**config.mk**
```make
export PLATFORM = sky130hd
export DESIGN_NAME = regread_stage
export DESIGN_NICKNAME = d
export VERILOG_FILES = /design/src/rtl/regread_stage.sv
export SDC_FILE = /design/constraint.sdc
export NUM_CORES = 1
export LEC_CHECK = 0
export CORE_AREA = 5 5 107 109
export CTS_CLUSTER_DIAMETER = 120
export DETAILED_ROUTE_END_ITERATION = 6
export DIE_AREA = 0 0 112 114
export HOLD_SLACK_MARGIN = 0.15
export PLACE_DENSITY_LB_ADDON = 0.05
export SYNTH_ARGS = -nofsm -noshare
export SYNTH_HDL_FRONTEND = slang
export SYNTH_SLANG_ARGS = --single-unit
```
**constraint.sdc**
```tcl
create_clock -name clk -period 3.9 [get_ports clk]
set_input_delay 0.585 -clock clk [delete_from_list [all_inputs] [get_ports clk]]
set_output_delay 0.585 -clock clk [all_outputs]
set_load 0.005 [all_outputs]
```
**src/rtl/regread_stage.sv**
```systemverilog
// regread_stage: register-read stage of the pipelined CPU.
// Issues reads to the 8x16 register file's synchronous read ports. It snoops the
// write-back port so that operands stay current in S1 and S2. Both operands and a
// pass-through payload are handed to execute over a valid/ready handshake.
module regread_stage #(
  parameter int PAYLOAD_W = 16
) (
  input  logic                 clk,
  input  logic                 rst,
  input  logic                 in_valid,
  output logic                 in_ready,
  input  logic [2:0]           in_ra,
  input  logic [2:0]           in_rb,
  input  logic [PAYLOAD_W-1:0] in_payload,
  output logic [2:0]           rf_raddr0,
  output logic [2:0]           rf_raddr1,
  input  logic [15:0]          rf_rdata0,
  input  logic [15:0]          rf_rdata1,
  input  logic                 wb_wen,
  input  logic [2:0]           wb_waddr,
  input  logic [15:0]          wb_wdata,
  output logic                 out_valid,
  input  logic                 out_ready,
  output logic [15:0]          out_a,
  output logic [15:0]          out_b,
  output logic [PAYLOAD_W-1:0] out_payload
);

  // A write-back hits a read when it targets the same nonzero register.
  function automatic logic wb_hit(input logic       wen,
                                  input logic [2:0] waddr,
                                  input logic [2:0] raddr);
    return wen && (waddr == raddr) && (raddr != 3'd0);
  endfunction

  // The S1 operand merges r0, a write captured at the read edge, and regfile data.
  function automatic logic [15:0] s1_operand(input logic [2:0]  ra,
                                             input logic        fwd,
                                             input logic [15:0] fwd_data,
                                             input logic [15:0] rdata);
    logic [15:0] val;
    if (ra == 3'd0) begin
      val = 16'd0;
    end else if (fwd) begin
      val = fwd_data;
    end else begin
      val = rdata;
    end
    return val;
  endfunction

  // The value loaded into S2 also absorbs a write landing on the S1->S2 edge.
  function automatic logic [15:0] s2_operand(input logic [2:0]  ra,
                                             input logic        wen,
                                             input logic [2:0]  waddr,
                                             input logic [15:0] wdata,
                                             input logic [15:0] op1);
    logic [15:0] val;
    if (ra == 3'd0) begin
      val = 16'd0;
    end else if (wen && (waddr == ra)) begin
      val = wdata;
    end else begin
      val = op1;
    end
    return val;
  endfunction

  // S1 state
  logic                 s1_valid_r;
  logic [2:0]           s1_ra_r;
  logic [2:0]           s1_rb_r;
  logic [PAYLOAD_W-1:0] s1_payload_r;
  logic                 fwd_a_r;
  logic [15:0]          fwd_a_data_r;
  logic                 fwd_b_r;
  logic [15:0]          fwd_b_data_r;

  // S2 source registers, kept so a held result can absorb later writes
  logic [2:0]           s2_ra_r;
  logic [2:0]           s2_rb_r;

  // Handshake and datapath nets
  logic                 s2_free_s;
  logic                 s1_adv_s;
  logic                 s1_load_s;
  logic                 s1_stall_s;
  logic [15:0]          a1_s;
  logic [15:0]          b1_s;
  logic [15:0]          s2_a_nxt_s;
  logic [15:0]          s2_b_nxt_s;
  logic                 hold_a_hit_s;
  logic                 hold_b_hit_s;

  // Handshake decode and read-address select (a stalled S1 keeps re-reading its sources)
  always_comb begin
    s2_free_s  = !out_valid || out_ready;
    s1_adv_s   = s1_valid_r && s2_free_s;
    s1_stall_s = s1_valid_r && !s2_free_s;
    in_ready   = !s1_valid_r || s2_free_s;
    s1_load_s  = in_valid && in_ready;
    if (s1_stall_s) begin
      rf_raddr0 = s1_ra_r;
      rf_raddr1 = s1_rb_r;
    end else begin
      rf_raddr0 = in_ra;
      rf_raddr1 = in_rb;
    end
  end

  // Operand values for S1 and the values S2 would load this cycle
  always_comb begin
    a1_s         = s1_operand(s1_ra_r, fwd_a_r, fwd_a_data_r, rf_rdata0);
    b1_s         = s1_operand(s1_rb_r, fwd_b_r, fwd_b_data_r, rf_rdata1);
    s2_a_nxt_s   = s2_operand(s1_ra_r, wb_wen, wb_waddr, wb_wdata, a1_s);
    s2_b_nxt_s   = s2_operand(s1_rb_r, wb_wen, wb_waddr, wb_wdata, b1_s);
    hold_a_hit_s = wb_hit(wb_wen, wb_waddr, s2_ra_r);
    hold_b_hit_s = wb_hit(wb_wen, wb_waddr, s2_rb_r);
  end

  // Capture any write that coincides with a read edge, since the regfile returns old data then
  always_ff @(posedge clk or posedge rst) begin
    if (rst) begin
      fwd_a_r      <= 1'b0;
      fwd_a_data_r <= 16'd0;
      fwd_b_r      <= 1'b0;
      fwd_b_data_r <= 16'd0;
    end else begin
      fwd_a_r      <= wb_hit(wb_wen, wb_waddr, rf_raddr0);
      fwd_a_data_r <= wb_wdata;
      fwd_b_r      <= wb_hit(wb_wen, wb_waddr, rf_raddr1);
      fwd_b_data_r <= wb_wdata;
    end
  end

  // S1 register: take a new instruction on accept, otherwise empty it when it advances
  always_ff @(posedge clk or posedge rst) begin
    if (rst) begin
      s1_valid_r   <= 1'b0;
      s1_ra_r      <= 3'd0;
      s1_rb_r      <= 3'd0;
      s1_payload_r <= {PAYLOAD_W{1'b0}};
    end else if (s1_load_s) begin
      s1_valid_r   <= 1'b1;
      s1_ra_r      <= in_ra;
      s1_rb_r      <= in_rb;
      s1_payload_r <= in_payload;
    end else if (s1_adv_s) begin
      s1_valid_r   <= 1'b0;
    end
  end

  // S2 output register: load from S1, drain on out_ready, track writes while held
  always_ff @(posedge clk or posedge rst) begin
    if (rst) begin
      out_valid   <= 1'b0;
      out_a       <= 16'd0;
      out_b       <= 16'd0;
      out_payload <= {PAYLOAD_W{1'b0}};
      s2_ra_r     <= 3'd0;
      s2_rb_r     <= 3'd0;
    end else if (s1_adv_s) begin
      out_valid   <= 1'b1;
      out_a       <= s2_a_nxt_s;
      out_b       <= s2_b_nxt_s;
      out_payload <= s1_payload_r;
      s2_ra_r     <= s1_ra_r;
      s2_rb_r     <= s1_rb_r;
    end else if (out_ready) begin
      out_valid   <= 1'b0;
    end else if (out_valid) begin
      if (hold_a_hit_s) begin
        out_a <= wb_wdata;
      end
      if (hold_b_hit_s) begin
        out_b <= wb_wdata;
      end
    end
  end

endmodule

```
# Word-level counts from Yosys, hierarchy flattened

Cells that the tools add are included.
Widths: inputs -> output; s select.

Register bits: 96
Logic and storage cells: 71

Equal/unequal tests: 7
Muxes and demuxes: 20
Reductions and logical operators: 31

Operators with widths:

| kind               | count |
|---|---|
| $mux 16            | 14 |
| $eq 3x3->1         | 6 |
| $logic_and 1x1->1  | 13 |
| $reduce_bool 3->1  | 4 |
| $reduce_bool 2->1  | 5 |
| $logic_not 3->1    | 2 |
| $mux 3             | 2 |
| $reduce_and 3->1   | 2 |
| $mux 1             | 4 |
| $logic_not 1->1    | 3 |
| $logic_or 1x1->1   | 2 |
| $ne 2x1->1 const B | 1 |

# Depth between registers and ports, before layout

Depth in word-level cells: 8
Mapped depth: 8
Gate-level depth less buffers: 5

# Worst setup path before layout

No wires, ideal clock.

Path kind: input-to-reg
From: input wb_waddr[2]
To: register out_b[0]
Library setup time: 0.125 ns
Arrival time: 1.898 ns
Setup slack: 1.877 ns
Cell stages on the path: 7
Path buffers: 3
Cells stage by stage: buf_6 nor3_2 a21oi_1 o41a_1 buf_6 buf_8 mux2_4

Cells in the longest elaborated chain, start to end: 5
Elaborated cells between the ends (all ways): 10
Classes of those cells: 2 x eq/ne; 3 x mux; 5 x reduce/logical

RTL lines:

| what                                                | RTL line | source |
|---|---|---|
| start: declaration                                  | 20       | `input logic [2:0] wb_waddr,` |
| $eq 3x3->1, on equally long branches                | 61, 33   |  |
| $logic_and 1x1->1, on equally long branches         | 61, 33   |  |
| $mux 16 / $logic_and 1x1->1 (equally long branches) | 61, 33   |  |
| $mux 16 / $reduce_bool 2->1 (equally long branches) | --       |  |
| $mux 16 / $reduce_and 3->1 (equally long branches)  | --       |  |
| end signal: assignment                              | 165      | `out_b <= s2_b_nxt_s;` |
| end signal: assignment                              | 176      | `out_b <= wb_wdata;` |
| end: declaration                                    | 25       | `output logic [15:0] out_b,` |

Several ways; a longest one is shown, not always the timed one.
A chain may end at the register's enable or synchronous reset.

# Worst setup path after layout

From: input out_ready
To: output rf_raddr1[2]

Cells in the longest elaborated chain, start to end: 4

RTL lines:

| what               | RTL line | source |
|---|---|---|
| start: declaration | 23       | `input logic out_ready,` |
| $logic_or 1x1->1   | 97       | `s2_free_s = !out_valid \|\| out_ready;` |
| $logic_not 1->1    | 99       | `s1_stall_s = s1_valid_r && !s2_free_s;` |
| $logic_and 1x1->1  | 99       |  |
| $mux 3             | 102      | `if (s1_stall_s) begin` |
| end: declaration   | 16       | `output logic [2:0] rf_raddr1,` |

Every way passes these cells.

==> reports/metrics.csv <==
stage,metric,value,unit
worst_setup_path,critical path data arrival time,2.39,ns
synthesis,Synth area leaders,"dfrtp_1, mux2_2, mux2i_1",
worst_setup_path,Worst Setup SP,out_ready,
worst_setup_path,cell repeated most along the worst path,clkdlybuf4s50_1,
worst_setup_path,crit-path max cell delay,0.45,ns
sta,Max-slew headroom,26.6,%
worst_setup_path,CP startpoint kind,input port,
clock_network,CTS tree,yes,
sta,final hold vios,0,
synthesis,Mean Syn Cell Area,14.0,um2
final_layout,Layout area overhead,34.6,%
run_status,run status,completed,
worst_setup_path,"reg-to-reg slack, setup",1.60,ns
job,MaxCap Viol Count,0,
detailed_routing,WL per Instance,18.4,um
global_route,number of global-route vias before repair,3451,
die,initial core utilization,45.0,%
clock_network,total CTS buffers,9,
pwr,Max VDD drop,0.000289,V
global_route,first-pass GRT wire length,18.1,mm
sta,highest clock rate,0.336,GHz
synthesis,largest family of logic cells by synthesized area,multiplexers,
final_layout,layout cells sized above 1,28.5,%
synthesis,synthesized net count,416,
detailed_routing,violation count after the first detailed-route iteration,69,
detailed_routing,drt first pass iters,4,
die,CORE AREA,0.0105,mm2
worst_setup_path,Slowest cell on crit path,clkdlybuf4s50_1,
clock_network,Clock Sinks,96,
worst_setup_path,Setup CP Type,in2out,
sta,Setup TNS,0,ns
detailed_routing,vias per inst,5.14,
sta,RSZ-0062 raised after global routing,no,
sta,Clock Skew,0.0135,ns
sta,Final setup viols,0,
synthesis,most common cell in the netlist,dfrtp_1,
worst_setup_path,Worst EP required,3.31,ns
clock_network,CTS Buffer Depth,2,
synthesis,adder-cell share of the synthesized area,0,%
clock_network,H-tree levels,3,
placement,Routability Congestion,0.779,
worst_hold_path,Hold Path Depth,1,
synthesis,Synth area leader,dfrtp_1,
synthesis,"FF+latch count, synth",96,
synthesis,synth warn,0,
die,num ports,134,
synthesis,Compound-Gate Fraction of Synth Area,9.87,%
die,die area,0.0128,mm2
synthesis,Post-Synth XOR/XNOR Area,2.54,%
worst_hold_path,hold wc startpoint,out_b[10],
clock_network,CTS Root Cell,clkbuf_8,
pwr,Pwr Density,470,mW/mm2
sta,Tightest Pin Transition,1.10,ns
worst_hold_path,Worst Hold Class,reg2reg,
worst_setup_path,r2r startpoint,out_valid,
synthesis,post-synthesis cell count,338,
global_route,initial antenna violation count,0,
synthesis,top cell type's share of synthesized area,50.8,%
die,chip width,112,um
detailed_routing,post-route ant nets,0,
synthesis,"Seq/Total Area, Yosys",50.8,%
synthesis,top post-synthesis cells by count,"dfrtp_1, mux2_2, mux2i_1, o22ai_2, mux2_4",
synthesis,Post-synth EDFFs,0,
clock_network,hold buffers post-CTS,0,
detailed_routing,DR vias,3149,
sta,"Slew Viols, Final",0,
die,row count,38,
clock_network,clk slew on worst S/H paths,0.09,ns
clock_network,worst skew pair latency,0.36,ns
die,Chip Height,114,um
synthesis,Main synth FF type,dfrtp_1,
final_layout,post-layout utilization of the core,60.6,%
sta,fin crit period,2.98,ns
global_route,pin count of the biggest net entering global routing,57,
placement,hpwl dp,7.89,mm
worst_setup_path,reg2reg end,out_a[0],
final_layout,Layout Nets,546,
synthesis,Mapped Area,0.00473,mm2
global_route,grt ovf,0,
clock_network,setup bufs post-CTS,0,
final_layout,antenna cells,0,
detailed_routing,DRC viols,0,
worst_setup_path,CP endpoint kind,output pin,
synthesis,post-synthesis mux area share,28.3,%
worst_setup_path,R2R depth,6,
worst_setup_path,crit path max fanout,9,
worst_setup_path,CP cell instances,clkdlybuf4s50_1 -> nand3b_1 -> mux2i_1 -> inv_1 -> clkdlybuf4s50_1,
clock_network,CTS-repair resized insts,0,
worst_hold_path,Hold EP,out_b[10],
synthesis,Yosys cell types,33,
pwr,Static Leakage,2.67,nW
sta,crit share post-route,76.3,%
global_route,GRT Overall Usage,17.9,%
synthesis,simple-gate portion of the synthesized area,3.41,%
synthesis,Async SR Flop Fraction,100,%
detailed_routing,final WL,11.3,mm
placement,input/output buffers,133,
[cell families after synthesis]
family	Yosys count
AOI/OAI and AO/OA	44
xor gates and xnor gates	12
buffers and inverters	42
DFF	96
muxes	116
and+or+nand+nor	28
[per-layer routing]
| layer | vias to the layer above | track usage (%) | part of all wire (%) |
|---|---|---|---|
| li1 | 1462 | - | - |
| met1 | 1588 | 22.3 | 43 |
| met2 | 87 | 31.4 | 50 |
| met3 | 12 | 3.98 | 5.0 |
| met4 | 0 | 5.29 | 1.2 |
| met5 | - | 0 | 0 |
[power breakdown]
group / switching (W) / leakage (nW) / internal [W] / total (W)
clock: 0.000360 / 0.117 / 0.000383 / 0.000743
combinational: 0.000317 / 1.41 / 0.000606 / 0.000923
sequential: 0.000133 / 1.14 / 0.00119 / 0.00132
total: 0.000810 / 2.67 / 0.00218 / 0.00299
[final cells by class]
class	instances	area [um2]
Clock inverter	6	91.3
Inverter	19	73.8
Sequential cell	96	2400
Fill cell	874	4140
Tap cell	140	175
Multi-Input combinational cell	200	2080
Clock buffer	10	138
Timing Repair Buffer	142	1400
[worst max-delay path: cells and delay by family]
family	cells	cell delay [ns]
buf+inv	3	0.94
mux	1	0.44
simple gates	1	0.41
[worst max path at each step]
| stage | to | slack (ns) |
|---|---|---|
| 2_1_floorplan | fwd_a_r | 0.81 |
| 3_3_place_gp | out_b[11] | 0.85 |
| 3_5_place_dp | out_b[12] | 0.80 |
| 4_1_cts | rf_raddr1[2] | 0.90 |
| 5_1_grt | rf_raddr1[2] | 0.78 |
| 6_report | rf_raddr1[2] | 0.92 |
[registers in the layout, indices dropped and copies added (netlist names)]
register,flops
s2_ra_r,3
out_a,16
out_b,16
s1_payload_r,16
s1_rb_r,3
fwd_b_r,1
fwd_a_r,1
out_payload,16
s1_valid_r,1
s2_rb_r,3
s1_ra_r,3
fwd_b_data_r,16
out_valid,1
[metrics by stage]
| step | std cells | hold slack [ns] | worst slack, ns | area [um2] | total power (W) |
|---|---|---|---|---|---|
| final | 613 | 0.507 | 0.923 | 6360 | 0.00299 |
| after global routing | 613 | 0.516 | 0.777 | 6360 | 0.00315 |
| after CTS | 613 | 0.510 | 0.898 | 6360 | 0.00303 |
| after detailed placement | 597 | 0.490 | 0.798 | 6130 | 0.00228 |
| after global placement | 597 | 0.478 | 0.848 | 6130 | 0.00226 |
| after floorplan | 338 | 0.464 | 0.810 | 4730 | 0.00180 |
[cells in the final DEF (no fill, tap or decap), drive strengths merged]
master / instances
o22ai: 32
or3: 4
a21o: 2
o41a: 2
o2111a: 2
dfrtp: 96
nand3: 2
clkinv: 3
nand3b: 1
bufinv: 2
nand2: 4
a41oi: 2
and2: 2
mux2: 80
buf: 9
mux2i: 36
or2: 3
inv: 20
a21oi: 4
nor2b: 2
xnor2: 6
xor2: 6
clkdlybuf4s50: 133
clkbuf: 10
nand2b: 2
nor3: 2
nor2: 6
(Power assumes the default switching activity.)
